**config.mk**
```make
export PLATFORM = sky130hd
export DESIGN_NAME = mmio_uart_bridge_flat
export DESIGN_NICKNAME = d
export VERILOG_FILES = /design/src/rtl/mmio_pkg.sv /design/src/rtl/mmio_uart_bridge_if.sv /design/src/rtl/sync_fifo.sv /design/src/rtl/mmio_uart_bridge.sv /design/src/flat_wrapper.sv
export SDC_FILE = /design/constraint.sdc
export NUM_CORES = 1
export LEC_CHECK = 0
export CAP_MARGIN = 20
export CORE_MARGIN = 1.5
export CORE_UTILIZATION = 48
export DETAILED_ROUTE_END_ITERATION = 12
export PLACE_DENSITY = 0.7
export SLEW_MARGIN = 20
export SYNTH_ARGS = -nofsm -noshare
export SYNTH_HDL_FRONTEND = slang
export SYNTH_HIERARCHICAL = 1
export SYNTH_SLANG_ARGS = --single-unit
```
**constraint.sdc**
```tcl
create_clock -name clk -period 4.6 [get_ports clk]
set_input_delay 0.92 -clock clk [delete_from_list [all_inputs] [get_ports clk]]
set_output_delay 0.92 -clock clk [all_outputs]
set_load 0.05 [all_outputs]
```
**src/rtl/mmio_pkg.sv**
```systemverilog
// Shared register map for the MMIO UART bridge: offsets, status bit
// positions and the offset decoder used by the bridge.
package mmio_pkg;

    localparam logic [7:0] OFF_STATUS  = 8'h00;
    localparam logic [7:0] OFF_RX_DATA = 8'h04;
    localparam logic [7:0] OFF_TX_DATA = 8'h08;
    localparam logic [7:0] OFF_CYCLE   = 8'h10;
    localparam logic [7:0] OFF_INST    = 8'h14;
    localparam logic [7:0] OFF_CNT_CLR = 8'h18;

    localparam int STAT_TX_NOT_FULL  = 0;
    localparam int STAT_RX_NOT_EMPTY = 1;
    localparam int STAT_RX_COUNT_LSB = 8;
    localparam int STAT_TX_COUNT_LSB = 16;

    typedef enum logic [2:0] {
        REG_STATUS  = 3'd0,
        REG_RX_DATA = 3'd1,
        REG_TX_DATA = 3'd2,
        REG_CYCLE   = 3'd3,
        REG_INST    = 3'd4,
        REG_CNT_CLR = 3'd5,
        REG_NONE    = 3'd6
    } reg_sel_e;

    // Map a byte offset onto the register it addresses; unmapped offsets give REG_NONE.
    function automatic reg_sel_e decode_offset(input logic [7:0] off);
        reg_sel_e sel;
        case (off)
            OFF_STATUS:  sel = REG_STATUS;
            OFF_RX_DATA: sel = REG_RX_DATA;
            OFF_TX_DATA: sel = REG_TX_DATA;
            OFF_CYCLE:   sel = REG_CYCLE;
            OFF_INST:    sel = REG_INST;
            OFF_CNT_CLR: sel = REG_CNT_CLR;
            default:     sel = REG_NONE;
        endcase
        return sel;
    endfunction

endpackage

```
**src/rtl/mmio_uart_bridge_if.sv**
```systemverilog
// CPU memory-stage side of the MMIO bridge: address, data and strobes.
interface mmio_uart_bridge_if;
    logic [31:0] io_addr;
    logic [31:0] io_wdata;
    logic        io_re;
    logic        io_we;
    logic [31:0] io_rdata;

    modport master (
        output io_addr, io_wdata, io_re, io_we,
        input  io_rdata
    );

    modport slave (
        input  io_addr, io_wdata, io_re, io_we,
        output io_rdata
    );
endinterface

```
**src/rtl/sync_fifo.sv**
```systemverilog
// Single-clock FIFO with first-word fall-through output. Pushes while full
// and pops while empty are ignored; dout reads zero when empty.
module sync_fifo #(
    parameter int WIDTH = 8,
    parameter int DEPTH = 8
) (
    input  logic                     clk,
    input  logic                     rst,
    input  logic                     push,
    input  logic [WIDTH-1:0]         din,
    input  logic                     pop,
    output logic [WIDTH-1:0]         dout,
    output logic                     full,
    output logic                     empty,
    output logic [$clog2(DEPTH):0]   count
);
    localparam int AW = $clog2(DEPTH);

    logic [WIDTH-1:0] mem_r [DEPTH];
    logic [AW-1:0]    wr_ptr_r;
    logic [AW-1:0]    rd_ptr_r;
    logic [AW:0]      count_r;
    logic             do_push_s;
    logic             do_pop_s;

    // Full is judged on the current count, so a same-cycle pop never frees room for a push.
    assign full      = (count_r == (AW+1)'(DEPTH));
    assign empty     = (count_r == (AW+1)'(0));
    assign count     = count_r;
    assign do_push_s = push && !full;
    assign do_pop_s  = pop && !empty;
    assign dout      = empty ? {WIDTH{1'b0}} : mem_r[rd_ptr_r];

    // Storage write; contents need no reset because empty masks dout.
    always_ff @(posedge clk) begin
        if (do_push_s) begin
            mem_r[wr_ptr_r] <= din;
        end
    end

    // Pointers wrap naturally at the power-of-two depth; count tracks occupancy.
    always_ff @(posedge clk) begin
        if (rst) begin
            wr_ptr_r <= AW'(0);
            rd_ptr_r <= AW'(0);
            count_r  <= (AW+1)'(0);
        end else begin
            if (do_push_s) begin
                wr_ptr_r <= wr_ptr_r + AW'(1);
            end
            if (do_pop_s) begin
                rd_ptr_r <= rd_ptr_r + AW'(1);
            end
            case ({do_push_s, do_pop_s})
                2'b10:   count_r <= count_r + (AW+1)'(1);
                2'b01:   count_r <= count_r - (AW+1)'(1);
                default: count_r <= count_r;
            endcase
        end
    end
endmodule

```
**src/rtl/mmio_uart_bridge.sv**
```systemverilog
// MMIO bridge between the CPU memory stage and the UART: RX/TX byte FIFOs,
// status register and benchmark counters, with one-cycle registered reads.
module mmio_uart_bridge
    import mmio_pkg::*;
#(
    parameter int         FIFO_DEPTH     = 8,
    parameter logic [3:0] IO_BASE_NIBBLE = 4'h8
) (
    input  logic                 clk,
    input  logic                 rst,
    mmio_uart_bridge_if.slave    io,
    input  logic                 inst_retired,
    input  logic [7:0]           rx_data,
    input  logic                 rx_valid,
    output logic                 rx_ready,
    output logic [7:0]           tx_data,
    output logic                 tx_valid,
    input  logic                 tx_ready
);
    localparam int CW = $clog2(FIFO_DEPTH) + 1;

    logic          sel_s;
    reg_sel_e      reg_s;
    logic          rd_req_s;
    logic          wr_req_s;
    logic          rx_pop_s;
    logic          tx_push_s;
    logic          cnt_clr_s;
    logic [7:0]    rx_dout_s;
    logic          rx_full_s;
    logic          rx_empty_s;
    logic [CW-1:0] rx_count_s;
    logic [7:0]    tx_dout_s;
    logic          tx_full_s;
    logic          tx_empty_s;
    logic [CW-1:0] tx_count_s;
    logic [31:0]   status_s;
    logic [31:0]   rdata_next_s;
    logic [31:0]   rdata_r;
    logic [31:0]   cycle_count_r;
    logic [31:0]   inst_count_r;
    logic          unused_bits_s;

    assign sel_s     = (io.io_addr[31:28] == IO_BASE_NIBBLE);
    assign reg_s     = decode_offset(io.io_addr[7:0]);
    // A combined load+store is treated as a store only.
    assign rd_req_s  = sel_s && io.io_re && !io.io_we;
    assign wr_req_s  = sel_s && io.io_we;
    assign rx_pop_s  = rd_req_s && (reg_s == REG_RX_DATA);
    assign tx_push_s = wr_req_s && (reg_s == REG_TX_DATA);
    assign cnt_clr_s = wr_req_s && (reg_s == REG_CNT_CLR);

    assign unused_bits_s = ^{io.io_addr[27:8], io.io_wdata[31:8]};

    sync_fifo #(.WIDTH(8), .DEPTH(FIFO_DEPTH)) u_rx_fifo (
        .clk   (clk),
        .rst   (rst),
        .push  (rx_valid && !rx_full_s),
        .din   (rx_data),
        .pop   (rx_pop_s),
        .dout  (rx_dout_s),
        .full  (rx_full_s),
        .empty (rx_empty_s),
        .count (rx_count_s)
    );

    sync_fifo #(.WIDTH(8), .DEPTH(FIFO_DEPTH)) u_tx_fifo (
        .clk   (clk),
        .rst   (rst),
        .push  (tx_push_s),
        .din   (io.io_wdata[7:0]),
        .pop   (!tx_empty_s && tx_ready),
        .dout  (tx_dout_s),
        .full  (tx_full_s),
        .empty (tx_empty_s),
        .count (tx_count_s)
    );

    assign rx_ready    = !rx_full_s;
    assign tx_valid    = !tx_empty_s;
    assign tx_data     = tx_dout_s;
    assign io.io_rdata = rdata_r;

    // Assemble the status word from current FIFO occupancy.
    always_comb begin
        status_s                                  = 32'h0000_0000;
        status_s[STAT_TX_NOT_FULL]                = !tx_full_s;
        status_s[STAT_RX_NOT_EMPTY]               = !rx_empty_s;
        status_s[STAT_RX_COUNT_LSB +: CW]         = rx_count_s;
        status_s[STAT_TX_COUNT_LSB +: CW]         = tx_count_s;
    end

    // Select read data from pre-update state; anything but a selected read yields zero.
    always_comb begin
        rdata_next_s = 32'h0000_0000;
        if (rd_req_s) begin
            case (reg_s)
                REG_STATUS:  rdata_next_s = status_s;
                REG_RX_DATA: rdata_next_s = {24'h00_0000, rx_dout_s};
                REG_CYCLE:   rdata_next_s = cycle_count_r;
                REG_INST:    rdata_next_s = inst_count_r;
                default:     rdata_next_s = 32'h0000_0000;
            endcase
        end else begin
            rdata_next_s = 32'h0000_0000;
        end
    end

    // Register the load data for one-cycle latency.
    always_ff @(posedge clk) begin
        if (rst) begin
            rdata_r <= 32'h0000_0000;
        end else begin
            rdata_r <= rdata_next_s;
        end
    end

    // Benchmark counters; a clear write overrides any same-cycle increment.
    always_ff @(posedge clk) begin
        if (rst || cnt_clr_s) begin
            cycle_count_r <= 32'h0000_0000;
            inst_count_r  <= 32'h0000_0000;
        end else begin
            cycle_count_r <= cycle_count_r + 32'd1;
            inst_count_r  <= inst_count_r + {31'd0, inst_retired};
        end
    end
endmodule

```
**src/flat_wrapper.sv**
```systemverilog
// flat-port wrapper written by rule: the top's interface ports become plain ports
module mmio_uart_bridge_flat import mmio_pkg::*;
#(
    parameter int         FIFO_DEPTH     = 8,
    parameter logic [3:0] IO_BASE_NIBBLE = 4'h8
)
  (clk, rst, inst_retired, rx_data, rx_valid, rx_ready, tx_data, tx_valid, tx_ready, io_io_addr, io_io_wdata, io_io_re, io_io_we, io_io_rdata);
  mmio_uart_bridge_if io_i ();
  input  logic clk;
  input  logic rst;
  input  logic inst_retired;
  input  logic [7:0] rx_data;
  input  logic rx_valid;
  output logic rx_ready;
  output logic [7:0] tx_data;
  output logic tx_valid;
  input  logic tx_ready;
  input wire logic [$bits(io_i.io_addr)-1:0] io_io_addr;
  input wire logic [$bits(io_i.io_wdata)-1:0] io_io_wdata;
  input wire logic [$bits(io_i.io_re)-1:0] io_io_re;
  input wire logic [$bits(io_i.io_we)-1:0] io_io_we;
  output wire logic [$bits(io_i.io_rdata)-1:0] io_io_rdata;
  assign io_i.io_addr = io_io_addr;
  assign io_i.io_wdata = io_io_wdata;
  assign io_i.io_re = io_io_re;
  assign io_i.io_we = io_io_we;
  assign io_io_rdata = io_i.io_rdata;
  mmio_uart_bridge #(.FIFO_DEPTH(FIFO_DEPTH), .IO_BASE_NIBBLE(IO_BASE_NIBBLE)) u_core (.clk(clk), .rst(rst), .io(io_i), .inst_retired(inst_retired), .rx_data(rx_data), .rx_valid(rx_valid), .rx_ready(rx_ready), .tx_data(tx_data), .tx_valid(tx_valid), .tx_ready(tx_ready));
endmodule
```
==> results of run 1 <==
## cell usage in the layout (no fill, tap or decap), types with 6 or more instances in the layout
cell type and instances:
a21oi_1 42, a22oi_1 14, a32oi_1 16, and4_1 6
buf_4 25, clkbuf_16 27, clkdlybuf4s50_1 76, dfxtp_1 121
edfxtp_1 128, ha_1 13, inv_1 14, mux2_2 16
mux2i_1 23, mux4_2 34, nand2_1 30, nand2b_1 10
nand3_1 23, nand4_1 14, nor2_1 92, nor2b_1 7
nor3_1 15, nor4_1 9, o21ai_0 15, o31ai_1 21
or3_1 17, or4_1 28, xnor2_1 12, xor2_1 22
## power groups by stage
stage                     Clock, mW  Combinational, mW  Sequential [mW]
after detailed placement          0              0.147             2.43
after global routing           2.18              0.164             2.38
final                          2.04              0.147             2.38
after floorplan                   0             0.0759             2.42
after CTS                      2.08              0.148             2.38
after global placement            0              0.144             2.42
## stage by stage
step           utilization  std cells  hold slack (ns)  setup WS, ns
2_1_floorplan            -        839            0.438         0.867
5_1_grt              0.576       1219            0.504         0.739
3_5_place_dp         0.537       1172            0.477         0.465
6_report             0.576       1219            0.488         0.965
4_1_cts              0.576       1219            0.491         0.973
3_3_place_gp         0.537       1172            0.463         0.463
## cells by family (layout without fill, tap and decap cells)
| family | after synthesis | in the layout |
|---|---|---|
| and+or+nand+nor | 289 | 289 |
| DFF | 250 | 250 |
| AOI/OAI and AO/OA | 116 | 116 |
| muxes | 73 | 73 |
| buffers and inverters | 62 | 162 |
| xor gates and xnor gates | 36 | 36 |
| adders and majority gates | 13 | 13 |
## sequential cells by signal (all words and copies together) (netlist names), named ones only
name                       cells
u_core/inst_count_r           32
u_core/u_tx_fifo/rd_ptr_r      3
u_core/u_tx_fifo/mem_r        64
u_core/io.io_rdata            32
u_core/u_rx_fifo/wr_ptr_r      3
u_core/u_rx_fifo/rd_ptr_r      3
u_core/cycle_count_r          32
u_core/u_tx_fifo/count         4
u_core/u_rx_fifo/mem_r        64
u_core/u_rx_fifo/count         4
u_core/u_tx_fifo/wr_ptr_r      3
## worst reg2reg max path, cell delays in order (launching register included)
cell and delay [ns]:
dfxtp_1 0.47, or4b_1 0.40, inv_1 0.10, nor2b_1 0.47, nand2_8 0.14, ha_1 0.31, xor2_1 0.17, ha_1 0.18
a21oi_1 0.14, xor2_1 0.09, or3_1 0.31, a21oi_1 0.14
## routing by layer
metal | up-vias | global-route usage
li1 | 3357 | -
met1 | 3321 | 0.276
met2 | 163 | 0.309
met3 | 25 | 0.0299
met4 | 0 | 0.0452
met5 | - | 0
## layout make-up
| type | count | area share |
|---|---|---|
| Tap cell | 280 | 0.0279 |
| Sequential cell | 250 | 0.501 |
| Inverter | 14 | 0.00419 |
| Clock inverter | 9 | 0.00629 |
| Multi-Input combinational cell | 527 | 0.323 |
| Timing Repair Buffer | 101 | 0.0756 |
| Clock buffer | 38 | 0.0613 |
## final timing paths
check / start / endpoint / slack, ns / cells after the start
max: io_io_addr[3] / u_core/u_rx_fifo/count[2] / 0.97 / 12
min: u_core/cycle_count_r[0] / u_core/cycle_count_r[0] / 0.49 / 1
max reg2reg: u_core/u_rx_fifo/count[1] / u_core/u_rx_fifo/count[2] / 1.60 / 11
min reg2reg: u_core/cycle_count_r[0] / u_core/cycle_count_r[0] / 0.49 / 1
==> flow_summary_export.csv, run 1 <==
group,metric,value,unit
sta,worst_relative_slew_slack,0.303,
logic_synthesis,post-synth-top-count-cell,"edfxtp_1",
sta,fin_setup_tns,0,ns
worst_setup_path,cp.buffers_inverters,1,
logic_synthesis,synth_edf_count,128,
final_layout,nNetsFinal,1012,
place,dpl-instance-area,11700,um2
power,p_switching,0.925,mW
flow_run,cap_violations,0,
detailed_routing,route.top_layer_used,"met4",
worst_setup_path,crit_chain,"clkdlybuf4s50_1 -> or4_4 -> or3_1 -> nor4_1 -> nor2b_1 -> ha_1 -> xor2_1 -> ha_1 -> a21oi_1 -> xor2_1 -> or3_1 -> a21oi_1",
worst_setup_path,crit_path_max_fanout,5,
sta,grt_setup_unrepaired,"false",
logic_synthesis,yosys.cell_types.count,52,
final_layout,final_area,12500,um2
detailed_routing,detail-route-antenna-nets,0,
worst_setup_path,path_delay_family,"simple AND/OR/NAND/NOR gates",
power,powerDensity,364,nW/um2
sta,report.final.setup_viol,0,
clock_tree,cts_num_sinks,250,
clock_tree,worst_setup_hold_path_clk_slew,0.06,ns
detailed_routing,drt-initial-drc-count,417,
worst_setup_path,crit_required,5.04,ns
floorplanning,die_h,152,um
clock_tree,worstSkewPairLatency,0.53,ns
detailed_routing,vias,6866,
logic_synthesis,synth_compound_area_frac,0.0717,
power,swShare,0.203,
worst_setup_path,crit_type,"primary input to flip-flop",
floorplanning,dieWidth,152,um
global_route,gr-total-overflow,0,
logic_synthesis,yosysTopAreaCellShare,0.362,
logic_synthesis,post_synth.cell_area_avg,12.7,um2
sta,achievable-frequency,0.275,GHz
run_status,result_of_the_run,"finished, final reports clean",
clock_tree,ctsLongestPathBuffers,3,
sta,layout_worst_path_cycle_share,0.790,
logic_synthesis,share_of_async_settable_or_async_resettable_flops_after_synthesis,0,
final_layout,post_route_cells_drive_above_1_share,0.146,
place,routability_driven_placement_congestion_ratio,0.748,
worst_setup_path,crit_arrival,4.08,ns
clock_tree,cts_repair_resize_count,0,
power,static-leakage-power,3.96,nW
logic_synthesis,synthTopCellsByCount,"edfxtp_1 (128), dfxtp_1 (122), nor2_1 (92)",
final_layout,fill_cells,1813,
final_layout,register_area,6290,um2
hold_path,worstHoldPathType,"flip-flop to flip-flop",
logic_synthesis,synth_area_leaders,"edfxtp_1 (36%), dfxtp_1 (23%), mux4_2 (7.2%)",
detailed_routing,finalWirelength,21400,um
logic_synthesis,synth.area.mux_share,0.111,
logic_synthesis,yosysWarnings,6,
clock_tree,cts_tree,"done",
clock_tree,post-cts-setup-buffer-count,0,
global_route,gr-usage-all-layers,0.193,
global_route,pin_count_of_the_biggest_net_entering_global_routing,58,
power,clock_power_share,0.447,
logic_synthesis,synth-simple-area-share,0.150,
clock_tree,htree_levels,1,
detailed_routing,vias_per_cell,5.63,
power,power.share.sequential,0.521,
power,power.internal,3.64,mW
sta,clock-skew-final,0.0113,ns
power,power.combinational.fraction,0.032,
logic_synthesis,synth_top_family_by_area,"simple AND/OR/NAND/NOR gates",
power,maximum_vdd_drop,0.241,mV
worst_setup_path,cp-end-kind,"flip-flop",
floorplanning,floorplan.initialDensity,0.488,
power,post-layout-total-power,4.57,mW
logic_synthesis,synthFlopType,"edfxtp_1",
final_layout,syn2layout_area_growth,18.1,%
floorplanning,area_enclosed_by_the_die_boundary,23000,um2
clock_tree,clk_root_buffer_cell,"clkbuf_16",
logic_synthesis,syn-instance-count,839,
logic_synthesis,netlist_area,10600,um2
sta,layout_min_cycle_time,3.63,ns
worst_setup_path,critPathMaxStageDelay,0.56,ns
detailed_routing,route.detailed.drc,0,
detailed_routing,wirelength_met1,9970,um
floorplanning,rows,54,
final_layout,insertedDiodeCount,0,
global_route,grt_antenna_before_repair,0,
logic_synthesis,synth_seq_area_share,0.592,
place,port_buffers,76,
final_layout,total_area_of_multi_input_combinational_cells,4050,um2
detailed_routing,wire_length_on_met2,10000,um
floorplanning,fp.coreArea,21800,um2
global_route,global_route_wire_length_before_repair,34500,um
detailed_routing,firstDrtPassIters,5,
logic_synthesis,netlist.top_cell.by_area,"edfxtp_1",
logic_synthesis,synth-adder-area-share,0.0153,
clock_tree,number_of_buffers_created_by_cts,26,
sta,tightestPinTransition,1.05,ns
logic_synthesis,synth.net_count,931,
detailed_routing,route.met3.wl,1130,um
place,hpwl_after_detailed_placement,14000,um
worst_setup_path,critical_path.startpoint_type,"primary input",
worst_setup_path,cp_slowest_cell,"or4_4",
sta,drv_slew,0,
global_route,grt_pass1_vias,6549,
clock_tree,postCtsHoldBufs,0,
floorplanning,io_pins,121,
detailed_routing,routedWlPerCell,17.6,um
sta,hold_violations,0,
logic_synthesis,synth_xor_area_frac,0.0311,
logic_synthesis,synth-seq-cells,250,
No activity file was read; power rests on OpenSTA's default activity.
==> inputs of run 2 (changes only) <==
--- a/config.mk
+++ b/config.mk
@@ -9,7 +9,7 @@
 export CORE_MARGIN = 1.5
 export CORE_UTILIZATION = 48
 export DETAILED_ROUTE_END_ITERATION = 12
-export PLACE_DENSITY = 0.7
+export PLACE_DENSITY = 0.73
 export SLEW_MARGIN = 20
 export SYNTH_ARGS = -nofsm -noshare
 export SYNTH_HDL_FRONTEND = slang
==> constraint.sdc (replaced) <==
create_clock -name clk -period 3 [get_ports clk]
set_input_delay 0.6 -clock clk [delete_from_list [all_inputs] [get_ports clk]]
set_output_delay 0.6 -clock clk [all_outputs]
set_load 0.05 [all_outputs]
==> flow_summary_export.csv, run 2 (synthesized netlist as in run 1, its figures left out) <==
group,metric,value,unit
hold_path,worstHoldPathType,"flip-flop to flip-flop",
floorplanning,area_enclosed_by_the_die_boundary,23000,um2
power,clock_power_share,0.449,
detailed_routing,vias_per_cell,5.73,
detailed_routing,firstDrtPassIters,5,
final_layout,insertedDiodeCount,0,
global_route,global_route_wire_length_before_repair,36500,um
final_layout,commonest_cells_after_routing_fill_and_taps_aside,"edfxtp_1 (128), dfxtp_1 (122), nor2_1 (92), buf_4 (86), clkdlybuf4s50_1 (63)",
global_route,gr-usage-all-layers,0.205,
worst_setup_path,crit_chain,"clkdlybuf4s50_1 -> or4b_4 -> nor4_4 -> nor2b_4 -> ha_4 -> buf_4 -> nand3b_1 -> a211o_2 -> a21oi_2 -> mux2_2",
worst_setup_path,regToRegStartpoint,"u_core/u_tx_fifo/count[1]",
sta,clock-skew-final,0.0125,ns
clock_tree,clk_root_buffer_cell,"clkbuf_16",
final_layout,final_area,13000,um2
power,powerDensity,544,nW/um2
worst_setup_path,ff2ff_path_depth,8,
final_layout,syn2layout_area_growth,22.6,%
final_layout,post_route_cells_drive_above_1_share,0.214,
floorplanning,die_h,152,um
place,routability_driven_placement_congestion_ratio,0.780,
worst_setup_path,critPathMaxStageDelay,0.61,ns
worst_setup_path,timing.critical_path.from,"io_io_addr[30]",
sta,layout_worst_path_cycle_share,0.982,
clock_tree,cts_num_sinks,250,
power,power.share.sequential,0.514,
floorplanning,dieWidth,152,um
clock_tree,postCtsHoldBufs,0,
floorplanning,io_pins,121,
detailed_routing,detail-route-antenna-nets,0,
sta,report.final.setup_viol,0,
power,static-leakage-power,4.28,nW
worst_setup_path,crit_type,"primary input to flip-flop",
worst_setup_path,crit_required,3.43,ns
place,port_buffers,76,
floorplanning,floorplan.initialDensity,0.488,
final_layout,nNetsFinal,1067,
worst_setup_path,cp-end-kind,"flip-flop",
power,swShare,0.212,
worst_setup_path,critical_path.endpoint,"u_core/u_rx_fifo/count[3]",
sta,hold_violations,0,
run_status,result_of_the_run,"finished, final reports clean",
worst_setup_path,timing.reg2reg.setup_slack,0.33,ns
detailed_routing,drt-initial-drc-count,489,
detailed_routing,route.detailed.drc,0,
floorplanning,rows,54,
sta,achievable-frequency,0.339,GHz
final_layout,fill_cells,1770,
worst_setup_path,crit_arrival,3.37,ns
hold_path,whs_path_depth,2,
power,maximum_vdd_drop,0.513,mV
sta,tightestPinTransition,1.08,ns
final_layout,reg.largest.list,"u_core/u_rx_fifo/mem_r x64, u_core/u_tx_fifo/mem_r x64",
clock_tree,number_of_buffers_created_by_cts,27,
sta,worst_relative_slew_slack,0.271,
global_route,gr-total-overflow,0,
power,p_switching,1.50,mW
worst_setup_path,cp_slowest_cell,"or4b_4",
clock_tree,htree_levels,1,
worst_setup_path,critical_path.reg2reg.endpoint,"u_core/u_tx_fifo/count[3]",
power,post-layout-total-power,7.08,mW
detailed_routing,routedWlPerCell,18.3,um
sta,drv_slew,0,
sta,layout_min_cycle_time,2.95,ns
global_route,pin_count_of_the_biggest_net_entering_global_routing,32,
detailed_routing,finalWirelength,23400,um
sta,grt_setup_unrepaired,"true",
clock_tree,ctsLongestPathBuffers,3,
clock_tree,cts_tree,"done",
worst_setup_path,crit_path_max_fanout,3,
place,hpwl_after_detailed_placement,15900,um
power,power.internal,5.58,mW
flow_run,cap_violations,0,
clock_tree,worstSkewPairLatency,0.55,ns
detailed_routing,vias,7310,
floorplanning,fp.coreArea,21800,um2
clock_tree,worst_setup_hold_path_clk_slew,0.06,ns
global_route,grt_pass1_vias,7058,
power,power.combinational.fraction,0.037,
final_layout,commonest_non_fill_non_tap_cell_in_the_layout,"edfxtp_1",
global_route,grt_antenna_before_repair,0,
worst_setup_path,critical_path.startpoint_type,"primary input",
place,dpl-instance-area,12100,um2
run 2: worst min-delay path by stage:
stage	startpoint	to
global route	u_core/inst_count_r[31]	u_core/inst_count_r[31]
CTS	u_core/inst_count_r[31]	u_core/inst_count_r[31]
floorplan	u_core/cycle_count_r[0]	u_core/cycle_count_r[0]
finish	u_core/inst_count_r[31]	u_core/inst_count_r[31]
detailed placement	u_core/inst_count_r[31]	u_core/inst_count_r[31]
global placement	u_core/cycle_count_r[0]	u_core/cycle_count_r[0]
run 2: power groups by stage:
stage	clock network, mW	registers, mW	logic, mW
finish	3.18	3.64	0.261
global route	3.39	3.64	0.284
CTS	3.24	3.64	0.260
detailed placement	0	3.71	0.260
global placement	0	3.71	0.252
floorplan	0	3.71	0.120
run 2: metrics by stage:
stage / instances / hold slack [ns] / setup TNS (ns) / setup slack [ns] / utilization
global route: 1276 / 0.501 / -0.0494 / -0.0298 / 0.598
detailed placement: 1220 / 0.471 / -2.50 / -0.581 / 0.556
CTS: 1273 / 0.479 / 0 / 0.0138 / 0.597
global placement: 1220 / 0.457 / -2.23 / -0.540 / 0.556
floorplan: 839 / 0.438 / -0.0156 / -0.0144 / -
finish: 1276 / 0.485 / 0 / 0.0537 / 0.598
run 2: layer usage:
metal / routed length [um] / share of wire / global-route usage
met1: 10100 / 0.43 / 0.269
met2: 11600 / 0.50 / 0.353
met3: 1290 / 0.055 / 0.0320
met4: 449 / 0.019 / 0.0587
met5: 0 / 0 / 0
run 2: layout make-up:
cell class,count,area [um2],area share
repair buffers,155,1340,0.103
clock buffers,32,694,0.0534
multi-input cells,527,4130,0.317
flip-flops and latches,250,6290,0.483
well taps,280,350,0.0269
clock inverters,18,159,0.0122
inverters,14,52.6,0.00404
run 2: what timing repair did:
item / CTS / global route
pin swaps: 8 / 5
resized for setup: 12 / 2
buffers inserted: 3 / 3
setup endpoints to repair: 1 / 3
run 2: worst max-delay path: cells and delay by family:
family | cells | cell delay (ns)
fa+ha+maj | 1 | 0.18
simple gates | 4 | 1.26
compound gates | 2 | 0.47
buf+inv | 2 | 0.53
mux | 1 | 0.33
==> inputs of run 3 (changes only) <==
--- a/config.mk
+++ b/config.mk
@@ -9,9 +9,9 @@
 export CORE_MARGIN = 1.5
 export CORE_UTILIZATION = 48
 export DETAILED_ROUTE_END_ITERATION = 12
+export HOLD_SLACK_MARGIN = 0.12
 export PLACE_DENSITY = 0.73
 export SLEW_MARGIN = 20
 export SYNTH_ARGS = -nofsm -noshare
 export SYNTH_HDL_FRONTEND = slang
-export SYNTH_HIERARCHICAL = 1
 export SYNTH_SLANG_ARGS = --single-unit
==> constraint.sdc (replaced) <==
create_clock -name clk -period 3 [get_ports clk]
set_input_delay 0.6 -clock clk [delete_from_list [all_inputs] [get_ports clk]]
set_output_delay 0.6 -clock clk [all_outputs]
set_load 0.02 [all_outputs]
==> flow_summary_export.csv, run 3 <==
group,metric,value,unit
final_layout,reg.largest.list,"u_core.u_rx_fifo.mem_r x64, u_core.u_tx_fifo.mem_r x64",
global_route,m1_gr_usage,0.262,
place,dpl-instance-area,11800,um2
clock_tree,cts_num_sinks,250,
place,dpl_worst_slack,-0.111,ns
logic_synthesis,yosysWarnings,0,
logic_synthesis,synthFlopType,"edfxtp_1",
sta,tightestPinTransition,0.733,ns
logic_synthesis,share_of_async_settable_or_async_resettable_flops_after_synthesis,0,
logic_synthesis,synthTopCellsByCount,"edfxtp_1 (128), dfxtp_1 (122), nor2_1 (93)",
detailed_routing,detail-route-antenna-nets,0,
sta,worst_relative_slew_slack,0.510,
logic_synthesis,yosysTopAreaCellShare,0.370,
clock_tree,clk_root_buffer_cell,"clkbuf_16",
global_route,grt_pass1_vias,6788,
floorplanning,rows,53,
logic_synthesis,synth_edf_count,128,
worst_setup_path,crit_path_max_fanout,16,
logic_synthesis,post-synth-top-count-cell,"edfxtp_1",
clock_tree,htree_levels,1,
final_layout,insertedDiodeCount,0,
global_route,grt_antenna_before_repair,0,
detailed_routing,drt-initial-drc-count,386,
final_layout,commonest_non_fill_non_tap_cell_in_the_layout,"edfxtp_1",
logic_synthesis,netlist.top_cell.by_area,"edfxtp_1",
sta,layout_min_cycle_time,2.91,ns
worst_setup_path,crit_chain,"buf_12 -> mux4_2 -> mux2i_1 -> nor2_1 -> clkdlybuf4s50_1",
clock_tree,ctsLongestPathBuffers,3,
power,static-leakage-power,4.34,nW
power,post-layout-total-power,7.40,mW
sta,grt_setup_unrepaired,"false",
final_layout,commonest_cells_after_routing_fill_and_taps_aside,"edfxtp_1 (128), dfxtp_1 (122), nor2_1 (93), clkdlybuf4s50_1 (70)",
worst_setup_path,crit_type,"flip-flop to output pin",
worst_setup_path,critical_path.startpoint_type,"flip-flop",
hold_path,worstHoldPathType,"flip-flop to flip-flop",
logic_synthesis,synth-seq-cells,250,
detailed_routing,vias_per_cell,5.62,
place,hpwl_after_detailed_placement,14800,um
sta,hold_slack,0.483,ns
power,powerDensity,582,nW/um2
floorplanning,area_enclosed_by_the_die_boundary,22600,um2
logic_synthesis,post_synth.cell_area_avg,12.5,um2
floorplanning,fp.coreArea,21200,um2
worst_setup_path,crit_arrival,2.31,ns
detailed_routing,routedWlPerCell,17.5,um
flow_run,cap_violations,0,
sta,layout_worst_path_cycle_share,0.971,
worst_setup_path,cp_slowest_cell,"clkdlybuf4s50_1",
sta,clock-skew-final,0.0226,ns
final_layout,post_route_cells_drive_above_1_share,0.158,
detailed_routing,firstDrtPassIters,5,
logic_synthesis,synth.net_count,927,
worst_setup_path,critPathMaxStageDelay,0.54,ns
global_route,grt_busiest_layer,"met2",
detailed_routing,route.detailed.drc,0,
floorplanning,floorplan.initialDensity,0.492,
sta,fin_ws,0.0870,ns
clock_tree,cts_tree,"done",
logic_synthesis,synth_area_leaders,"edfxtp_1 (37%), dfxtp_1 (23%), mux4_2 (6.9%)",
run_status,result_of_the_run,"finished, final reports clean",
global_route,gr-total-overflow,0,
global_route,global_route.usage.met2,0.331,
logic_synthesis,yosys.cell_types.count,52,
logic_synthesis,synth_seq_area_share,0.604,
clock_tree,number_of_buffers_created_by_cts,26,
detailed_routing,vias,6994,
place,routability_driven_placement_congestion_ratio,0.791,
floorplanning,dieWidth,150,um
floorplanning,io_pins,121,
sta,drv_slew,0,
sta,achievable-frequency,0.343,GHz
worst_setup_path,crit_required,2.40,ns
clock_tree,post-cts-setup-buffer-count,0,
final_layout,nNetsFinal,1041,
logic_synthesis,netlist_area,10400,um2
clock_tree,worstSkewPairLatency,0.54,ns
final_layout,syn2layout_area_growth,22.4,%
global_route,use_met3,0.0336,
detailed_routing,finalWirelength,21800,um
logic_synthesis,syn-instance-count,835,
power,maximum_vdd_drop,0.390,mV
worst_setup_path,cp-end-kind,"output pin",
final_layout,final_area,12700,um2
sta,hold_violations,0,
place,port_buffers,76,
global_route,global_route_wire_length_before_repair,34900,um
sta,report.final.setup_viol,0,
global_route,gr-usage-all-layers,0.197,
floorplanning,die_h,150,um
clock_tree,worst_setup_hold_path_clk_slew,0.06,ns
global_route,pin_count_of_the_biggest_net_entering_global_routing,61,
[run 3: cell types whose count changed in the layout (fill, tap and decap cells not counted), sizes merged, moves of 6 or more]
cell           change
nor4               -7
nand4              +6
o22ai              +6
and3               +6
buf               -31
mux2              -12
clkdlybuf4s50      +7
mux2i             +10
a32oi             -16
a21oi             +11
[run 3: worst max-delay path, delay by kind of cell, from the launching register on]
family                 cells  cell delay, ns
buffers and inverters      2            0.73
DFF                        1            0.35
and+or+nand+nor            1            0.06
muxes                      2            0.64
[run 3: layout make-up]
cell class / instances / area, um2
fill: 1674 / 8420
timing repair buffer: 133 / 1230
inverter: 14 / 52.6
clock buffer: 27 / 654
clock inverter: 21 / 312
tap: 275 / 344
sequential: 250 / 6290
multi-input combinational: 524 / 3860
[run 3: report_power, final]
group / switching [mW] / internal, mW
clock network: 1.36 / 2.21
logic: 0.114 / 0.0980
registers: 0.0151 / 3.62
[run 3: repair_timing]
action                                  CTS  global route
hold buffers                              0             0
endpoints found under the setup margin    0             6
gates resized for setup                   0             6
[run 3: cell families after synthesis]
| logic type | Yosys count | share of synthesized area |
|---|---|---|
| AOI/OAI and AO/OA | 127 | 0.0739 |
| xor gates and xnor gates | 34 | 0.0286 |
| adders and majority gates | 13 | 0.0156 |
| buffers and inverters | 61 | 0.0250 |
| DFF | 250 | 0.604 |
| muxes | 69 | 0.105 |
| and+or+nand+nor | 281 | 0.147 |
[run 3: per-layer routing]
layer / vias up / part of all wire
met1: 3412 / 0.45
met5: - / 0
met3: 39 / 0.043
li1: 3385 / -
met4: 0 / 0.024
met2: 158 / 0.48
[run 3: stage by stage]
step           TNS [ns]  cells  utilization
3_3_place_gp     -0.149   1196        0.556
2_1_floorplan         0    835            -
5_1_grt               0   1244        0.602
4_1_cts               0   1244        0.601
3_5_place_dp     -0.244   1196        0.556
6_report              0   1244        0.602
[run 3: worst paths after layout]
check / startpoint / slack (ns) / end / cells past startpoint
worst max register to register: u_core.u_rx_fifo.count[3] / 0.47 / u_core.u_rx_fifo.count[2] / 9
worst min register to register: u_core.cycle_count_r[31] / 0.48 / u_core.cycle_count_r[31] / 2
worst max-delay path: flip-flop / 0.09 / tx_data[3] / 5
worst min-delay path: u_core.cycle_count_r[31] / 0.48 / u_core.cycle_count_r[31] / 2
